==> config.mk <==
export PLATFORM = sky130hd
export DESIGN_NAME = avg_window_seq
export DESIGN_NICKNAME = d
export VERILOG_FILES = /design/src/rtl/avg_window_seq.sv
export SDC_FILE = /design/constraint.sdc
export NUM_CORES = 1
export LEC_CHECK = 0
export CAP_MARGIN = 20
export CORE_MARGIN = 2
export CORE_UTILIZATION = 33
export CTS_BUF_LIST = sky130_fd_sc_hd__clkbuf_4 sky130_fd_sc_hd__clkbuf_8
export DETAILED_ROUTE_END_ITERATION = 6
export DONT_BUFFER_PORTS = 1
export PLACE_DENSITY = 0.46
export SYNTH_ARGS = -nofsm -noshare
export SYNTH_HDL_FRONTEND = slang
export SYNTH_SLANG_ARGS = --single-unit
export TNS_END_PERCENT = 30
==> constraint.sdc <==
create_clock -name clk -period 9.2 [get_ports clk]
set_clock_uncertainty 0.2 [all_clocks]
set_input_delay 1.38 -clock clk [delete_from_list [all_inputs] [get_ports clk]]
set_output_delay 1.38 -clock clk [all_outputs]
set_load 0.02 [all_outputs]
==> src/rtl/avg_window_seq.sv <==
// rtl/avg_window_seq.sv - sequencer for the power-of-two windowed accumulator
// Generates per-sample strobes for 2**L windows, counts windows and runs the result valid/ready handshake.
module avg_window_seq #(
   parameter int NMAX = 10,
   parameter int NW   = 16
) (
   input  logic            clk,
   input  logic            rst,
   input  logic            start,
   input  logic            stop,
   input  logic            mode_cont,
   input  logic [3:0]      log2n,
   input  logic [NW-1:0]   n_windows,
   output logic            acc_en,
   output logic            acc_first,
   output logic            acc_last,
   output logic            res_valid,
   input  logic            res_ready,
   output logic            overrun,
   output logic            busy,
   output logic            done,
   output logic [NW-1:0]   win_cnt,
   output logic [NMAX-1:0] smp_cnt
);

   typedef enum logic [1:0] {S_IDLE, S_RUN, S_STOPPING, S_DONE} state_t;

   localparam logic [3:0]    LMAX  = 4'(NMAX);
   localparam logic [NMAX:0] ONE_W = {{NMAX{1'b0}}, 1'b1};

   state_t          state_q, state_d;
   logic [3:0]      lr_q, lr_d;
   logic            mode_q, mode_d;
   logic [NW-1:0]   target_q, target_d;
   logic [NW-1:0]   win_q, win_d;
   logic [NMAX-1:0] smp_q, smp_d;
   logic            en_q, en_d;
   logic            first_q, first_d;
   logic            last_q, last_d;
   logic            valid_q, valid_d;
   logic            ovr_q, ovr_d;
   logic            busy_q, busy_d;
   logic            done_q, done_d;

   logic [NMAX:0]   span_d;
   logic [NMAX-1:0] mask_d;
   logic [NW-1:0]   win_inc;
   logic            final_win;

   // Mask of the last sample index; the extra bit lets a 2**NMAX window wrap to all-ones.
   assign span_d    = (ONE_W << lr_d) - ONE_W;
   assign mask_d    = span_d[NMAX-1:0];
   assign win_inc   = (win_q == '1) ? win_q : win_q + NW'(1);
   assign final_win = ({1'b0, win_q} + (NW+1)'(1)) == {1'b0, target_q};

   always_comb begin
      state_d  = state_q;
      lr_d     = lr_q;
      mode_d   = mode_q;
      target_d = target_q;
      win_d    = win_q;
      smp_d    = smp_q;
      case (state_q)
         S_IDLE: begin
            if (start) begin
               state_d  = S_RUN;
               lr_d     = (log2n > LMAX) ? LMAX : log2n;
               mode_d   = mode_cont;
               target_d = (n_windows == '0) ? NW'(1) : n_windows;
               smp_d    = '0;
               win_d    = '0;
            end
         end
         S_RUN, S_STOPPING: begin
            if (last_q) begin
               smp_d = '0;
               win_d = win_inc;
               if (state_q == S_STOPPING || stop || (!mode_q && final_win)) begin
                  state_d = S_DONE;
               end
            end else begin
               smp_d = smp_q + NMAX'(1);
               if (stop && state_q == S_RUN) begin
                  state_d = S_STOPPING;
               end
            end
         end
         S_DONE:  state_d = S_IDLE;
         default: state_d = S_IDLE;
      endcase
   end

   // The result slot is reloaded on the cycle after acc_last; a same-cycle accept frees it first.
   always_comb begin
      valid_d = (valid_q & ~res_ready) | last_q;
      if (state_q == S_IDLE && start) begin
         ovr_d = 1'b0;
      end else begin
         ovr_d = ovr_q | (last_q & valid_q & ~res_ready);
      end
   end

   always_comb begin
      en_d    = (state_d == S_RUN) || (state_d == S_STOPPING);
      first_d = en_d && (smp_d == '0);
      last_d  = en_d && (smp_d == mask_d);
      busy_d  = (state_d != S_IDLE);
      done_d  = (state_d == S_DONE);
   end

   always_ff @(posedge clk) begin
      if (rst) begin
         state_q  <= S_IDLE;
         lr_q     <= '0;
         mode_q   <= 1'b0;
         target_q <= '0;
         win_q    <= '0;
         smp_q    <= '0;
         en_q     <= 1'b0;
         first_q  <= 1'b0;
         last_q   <= 1'b0;
         valid_q  <= 1'b0;
         ovr_q    <= 1'b0;
         busy_q   <= 1'b0;
         done_q   <= 1'b0;
      end else begin
         state_q  <= state_d;
         lr_q     <= lr_d;
         mode_q   <= mode_d;
         target_q <= target_d;
         win_q    <= win_d;
         smp_q    <= smp_d;
         en_q     <= en_d;
         first_q  <= first_d;
         last_q   <= last_d;
         valid_q  <= valid_d;
         ovr_q    <= ovr_d;
         busy_q   <= busy_d;
         done_q   <= done_d;
      end
   end

   assign acc_en    = en_q;
   assign acc_first = first_q;
   assign acc_last  = last_q;
   assign res_valid = valid_q;
   assign overrun   = ovr_q;
   assign busy      = busy_q;
   assign done      = done_q;
   assign win_cnt   = win_q;
   assign smp_cnt   = smp_q;

endmodule

Yosys cells after proc, flatten, opt, wreduce, memory -nomap -nowiden
Index checks and enable logic that the tools add are counted.
{ "classes": {"n_addsub": 4, "mux": 16, "n_lt_le_gt_ge": 1, "n_eq_ne": 12, "shift": 1, "reduce_logical": 18, "bitwise_logic": 6} }
{ "op_table": {"columns": ["operator", "count"], "rows": [
  ["16-bit 2-to-1 mux", 4],
  ["16-bit case mux with 2 select lines", 1],
  ["10-bit 2-to-1 mux", 2],
  ["10-bit case mux with 2 select lines", 1],
  ["16-bit by 1-bit adder with 17-bit output (second input constant)", 1],
  ["17-bit by 16-bit == test with 1-bit output", 1],
  ["16-bit by 1-bit adder with 16-bit output (second input constant)", 1],
  ["16-bit == test (second input constant)", 1],
  ["16-bit zero test", 1],
  ["4-bit 2-to-1 mux", 3],
  ["10-bit by 1-bit adder with 10-bit output (second input constant)", 1],
  ["10-bit == test", 1],
  ["10-bit zero test", 1],
  ["1-bit by 4-bit left shift with 10-bit output (first input constant)", 1],
  ["10-bit by 1-bit subtractor with 10-bit output (second input constant)", 1],
  ["2-bit == test (second input constant)", 4],
  ["2-bit 2-to-1 mux", 4],
  ["2-bit != test (second input constant)", 3],
  ["2-bit case mux with 3 select lines", 1],
  ["1-bit logical AND", 5],
  ["2-bit by 1-bit == test with 1-bit output (second input constant)", 2],
  ["4-bit greater-than comparator (second input constant)", 1],
  ["4-bit AND reduction", 1],
  ["2-bit nonzero test", 2],
  ["other kinds (8)", 14]
]} }
{ "word_totals": {"input_bits": 26, "word_cells": 71, "out_inout_bits": 33, "regBits": 56} }

Longest topological paths before layout
{ "depth": {"ltp_word": 10, "depth_mapped": 16} }

Worst setup path before layout
No wires, ideal clock.
{ "synth_path": {"path_kind": "in2reg", "startpoint": "input log2n[3]", "endpoint": "register last_q, in the netlist acc_last", "n_path_buf": 2, "setup_slack_ns": 4.957, "arrival_time_ns": 3.939, "setup_ns": 0.103, "path_stages": 14, "cell_sequence": "clkbuf_1 -> inv_1 -> o211a_1 -> a21oi_1 -> nor2b_1 -> nand2_1 -> ha_1 -> clkbuf_1 -> o21ai_0 -> o211a_1 -> a31oi_1 -> xnor2_1 -> or4_1 -> a2111oi_2"} }
{ "synth_between": {"elab_chain_cells": 8} }
{ "synth_lines": {"columns": ["element", "line", "text"], "rows": [
  ["start, declared", "12", "input logic [3:0] log2n,"],
  ["4-bit greater-than comparator", "67", "lr_d = (log2n > LMAX) ? LMAX : log2n;"],
  ["4-bit 2-to-1 mux (*)", "67", null],
  ["4-bit 2-to-1 mux (*)", "65", "if (start) begin"],
  ["4-bit 2-to-1 mux (*)", "63", "case (state_q)"],
  ["1-bit by 4-bit left shift with 10-bit output (*)", "51", "assign span_d = (ONE_W << lr_d) - ONE_W;"],
  ["10-bit by 1-bit subtractor with 10-bit output (*)", "51", null],
  ["10-bit == test (*)", "106", "last_d = en_d && (smp_d == mask_d);"],
  ["1-bit logical AND (*)", "106", null],
  ["end signal, assigned", "135", "last_q <= last_d;"],
  ["end, declared", "39", "logic last_q, last_d;"]
]} }
Mark *: on every way between the ends. The rest lies on a longest branch, timed or not.
A chain may end at the register's enable or synchronous reset.

Final worst setup path
{ "layout_path": {"startpoint": "register win_q[0], in the netlist win_cnt[0]", "endpoint": "register last_q, in the netlist acc_last"} }
{ "layout_between": {"elab_chain_cells": 10, "word_cells_on_any_way": 11, "cone_classes": "1 x add/sub; 3 x eq/ne; 3 x mux; 4 x reduce/logical"} }
{ "layout_lines": {"columns": ["element", "line", "text"], "rows": [
  ["start, declared", "35", "logic [NW-1:0] win_q, win_d;"],
  ["start signal, assigned", "131", "win_q <= win_d;"],
  ["16-bit by 1-bit adder with 17-bit output (*)", "54", "assign final_win = ({1'b0, win_q} + (NW+1)'(1)) == {1'b0, target_q};"],
  ["17-bit by 16-bit == test with 1-bit output (*)", "54", null],
  ["1-bit logical AND (*)", "78", "if (state_q == S_STOPPING || stop || (!mode_q && final_win)) begin"],
  ["1-bit logical OR (*)", "78", null],
  ["2-bit 2-to-1 mux (*)", "78", null],
  ["2-bit 2-to-1 mux (*)", "75", "if (last_q) begin"],
  ["2-bit case mux with 3 select lines (*)", "63", null],
  ["via state_d[1]", "31", "state_t state_q, state_d;"],
  ["2-bit by 1-bit == test with 1-bit output or 2-bit == test (tied branches)", "104", "en_d = (state_d == S_RUN) || (state_d == S_STOPPING);"],
  ["1-bit logical OR (*)", "104", null],
  ["via en_d", "37", "logic en_q, en_d;"],
  ["1-bit logical AND (*)", "106", null]
]} }
Mark *: on every way through the listed nets, which the timed path passes. The rest lies on a longest branch.

==> flow_summary.json <==
{
  "p_sw_w": 0.000156,
  "grt_first_pass_wirelength_mm": 15.8,
  "ys_seq_area_share_pct": 32.6,
  "hp-class": "flip-flop to flip-flop",
  "swShare_pct": 30.7,
  "relSlewSlack_pct": 46.8,
  "fin_nets": 456,
  "maxSlewViolCount": 0,
  "vias": 3166,
  "cts_setup_buffers": 0,
  "n_antenna_cell": 0,
  "async_flop_share_pct": 0,
  "first_global_vias": 2989,
  "cp.required_ns": 9.23,
  "synthFlopType": "dfxtp_1",
  "rows": 37,
  "vdd_drop_max_mv": 0.0523,
  "io_pins": 59,
  "yosysTopAreaCell": "dfxtp_1",
  "p_clk_share_pct": 28.5,
  "combPwrFrac_pct": 19.3,
  "fin_crit_sh_pct": 47.9,
  "routed_wl_mm": 9.90,
  "start_kind": "flip-flop",
  "overflow": 0,
  "tightest_slew_ns": 0.796,
  "max_stage_delay_ns": 0.59,
  "cap_violations": 0,
  "ant_nets": 0,
  "cts_tree": "yes",
  "viasPerCell": 5.67,
  "cts_hold_buf": 0,
  "drive_gt1_share_pct": 4.27,
  "p_leak_nw": 1.27,
  "core_um2": 10200,
  "netlist_instances": 441,
  "path_cells": "ha_1 > nand3_1 > or3_1 > and3_1 > nor4_1 > nand4_1 > a21oi_1 > inv_1 > ha_1 > nor2b_1 > nand3_1 > or4_1 > a2111oi_2",
  "synth_area_leaders": "dfxtp_1, nor2_1, a21oi_1",
  "cts_resized": 0,
  "root_buffer": "clkbuf_8",
  "fmax_ghz": 0.227,
  "finish.utilization_pct": 35.0,
  "period_needed_ns": 4.40,
  "whs_ns": 0.267,
  "grt_max_degree": 45,
  "antenna_found_initial": 0,
  "fp.dieW_um": 106,
  "first_pass_iters": 4,
  "fp.dieArea_um2": 11300,
  "wire_per_inst_um": 17.7,
  "yosysUniqueCellTypes": 59,
  "cts_max_path_buffers": 2,
  "path_buf_inv": 1,
  "htree_num_levels": 2,
  "netlist_area_um2": 3440,
  "setup_viol_count_final": 0,
  "crit_slowest_cell": "dfxtp_1",
  "seqPwrFrac_pct": 52.2,
  "finalHoldViolations": 0,
  "clock_sinks": 56,
  "cts_buffers": 5,
  "synth_edf_count": 0,
  "endpoint_kind": "flip-flop",
  "arrival_ns": 4.44,
  "drc": 0,
  "cts.clk_slew.worst_paths_ns": 0.11,
  "power.density_nw_per_um2": 142,
  "nFillCells": 1100,
  "synth_top_area_share_pct": 32.6,
  "syn2layout_area_growth_pct": 4.00,
  "dieHeight_um": 106,
  "setup_tns_ns": 0,
  "synth_seq_cells": 56,
  "synth_area_per_cell_um2": 7.80,
  "grt.total_usage_pct": 17.9,
  "status": "completed",
  "port_buffers": 0,
  "rsz0062_at_grt": "no",
  "critical_path_class": "flip-flop to flip-flop",
  "dpl.hpwl_mm": 7.21,
  "gp_congestion": 0.870,
  "internal_power_w": 0.000351,
  "path_delay_family": "simple AND/OR/NAND/NOR gates",
  "drtIter0Drc": 210,
  "yosysWarningCount": 0,
  "critical_path.max_fanout": 8,
  "clk_latency_ns": 0.32,
  "syn_nets": 476,
  "start_util_pct": 33.6
}
path summary, 6_finish.rpt:
check	from	slack, ns	endpoint	depth (start not counted)
setup reg to reg	win_cnt[0]	4.80	acc_last	13
hold / removal	mode_q	0.27	mode_q	2
hold reg to reg	mode_q	0.27	mode_q	2
setup / recovery	win_cnt[0]	4.80	acc_last	13
power by group through the flow:
stage               sequential, W  combinational [W]  clock, W
floorplan                0.000267          0.0000818         0
global placement         0.000270          0.0000965         0
detailed placement       0.000270          0.0000974         0
CTS                      0.000264          0.0000980  0.000154
global route             0.000266           0.000110  0.000160
finish                   0.000265          0.0000979  0.000145
metrics by stage:
stage	setup WS, ns	instances	area [µm²]	total power [W]
3_5_place_dp	4.67	550	3480	0.000368
2_1_floorplan	4.96	441	3440	0.000349
5_1_grt	4.49	558	3580	0.000537
6_report	4.80	558	3580	0.000507
4_1_cts	4.76	558	3580	0.000517
3_3_place_gp	4.76	550	3480	0.000367
worst register-to-register path, delay by kind of cell, from the launching register on:
kind | cells | cell delay [ns]
AOI/OAI and AO/OA | 2 | 0.54
buffers and inverters | 1 | 0.07
DFF | 1 | 0.59
adders and majority gates | 2 | 0.61
and+or+nand+nor | 8 | 2.30
cell usage after synthesis, types with 8 or more instances:
cell type,n
nand2_1,40
o21ai_0,24
dfxtp_1,56
ha_1,9
nor2_1,48
nand4_1,8
a211oi_1,8
a22o_1,12
clkbuf_1,18
nor3_1,21
nor2b_1,13
a21oi_1,34
xnor2_1,15
nand3_1,17
xor2_1,8
inv_1,9
metal layers:
layer  vias to the layer above  global-route usage (%)  wire, µm
met4                         0                    7.24       180
met3                        12                    4.72       638
met2                        97                    28.5      4600
li1                       1563                       -         -
met1                      1494                    23.1      4490
met5                         -                       0         0
cell type report:
cell class	count	area, µm²	share of cell area [%]
inverters	9	33.8	0.945
well taps	136	170	4.76
multi-input cells	348	2150	60.1
clock inverters	2	10.0	0.280
flip-flops and latches	56	1120	31.4
clock buffers	6	82.6	2.31
repair buffers	1	7.51	0.210
flip-flops by register name, summed over array words and instances (netlist names):
| name | count |
|---|---|
| acc_last | 1 |
| overrun | 1 |
| done | 1 |
| mode_q | 1 |
| state_q | 2 |
| acc_en | 1 |
| target_q | 16 |
| res_valid | 1 |
| busy | 1 |
| smp_cnt | 10 |
| lr_q | 4 |
| acc_first | 1 |
| win_cnt | 16 |
placed cells by master (no fill, tap or decap), drive strengths merged, types with 5 or more instances in the layout:
| cell | Yosys | layout |
|---|---|---|
| dfxtp | 56 | 56 |
| nor2 | 48 | 48 |
| nand2 | 41 | 41 |
| a21oi | 34 | 34 |
| o21ai | 25 | 25 |
| nor3 | 21 | 21 |
| nand3 | 17 | 17 |
| xnor2 | 15 | 15 |
| nor2b | 13 | 13 |
| a22o | 12 | 12 |
| inv | 9 | 9 |
| ha | 9 | 9 |
| nand4 | 8 | 8 |
| xor2 | 8 | 8 |
| a211oi | 8 | 8 |
| nor4 | 7 | 7 |
| a31oi | 7 | 7 |
| nand2b | 6 | 6 |
| and3 | 6 | 6 |
| clkbuf | 18 | 6 |
| and4 | 5 | 5 |
| mux2i | 5 | 5 |
cells by family (layout without fill, tap and decap cells):
logic type,Yosys count,in the layout,synth area share (%)
fa+ha+maj,9,9,3.28
buf+inv,37,18,4.84
xor+xnor,24,24,6.55
compound gates,114,114,21.5
simple gates,194,194,29.0
mux,7,7,2.22
flops,56,56,32.6
(Power assumes the default switching activity.)
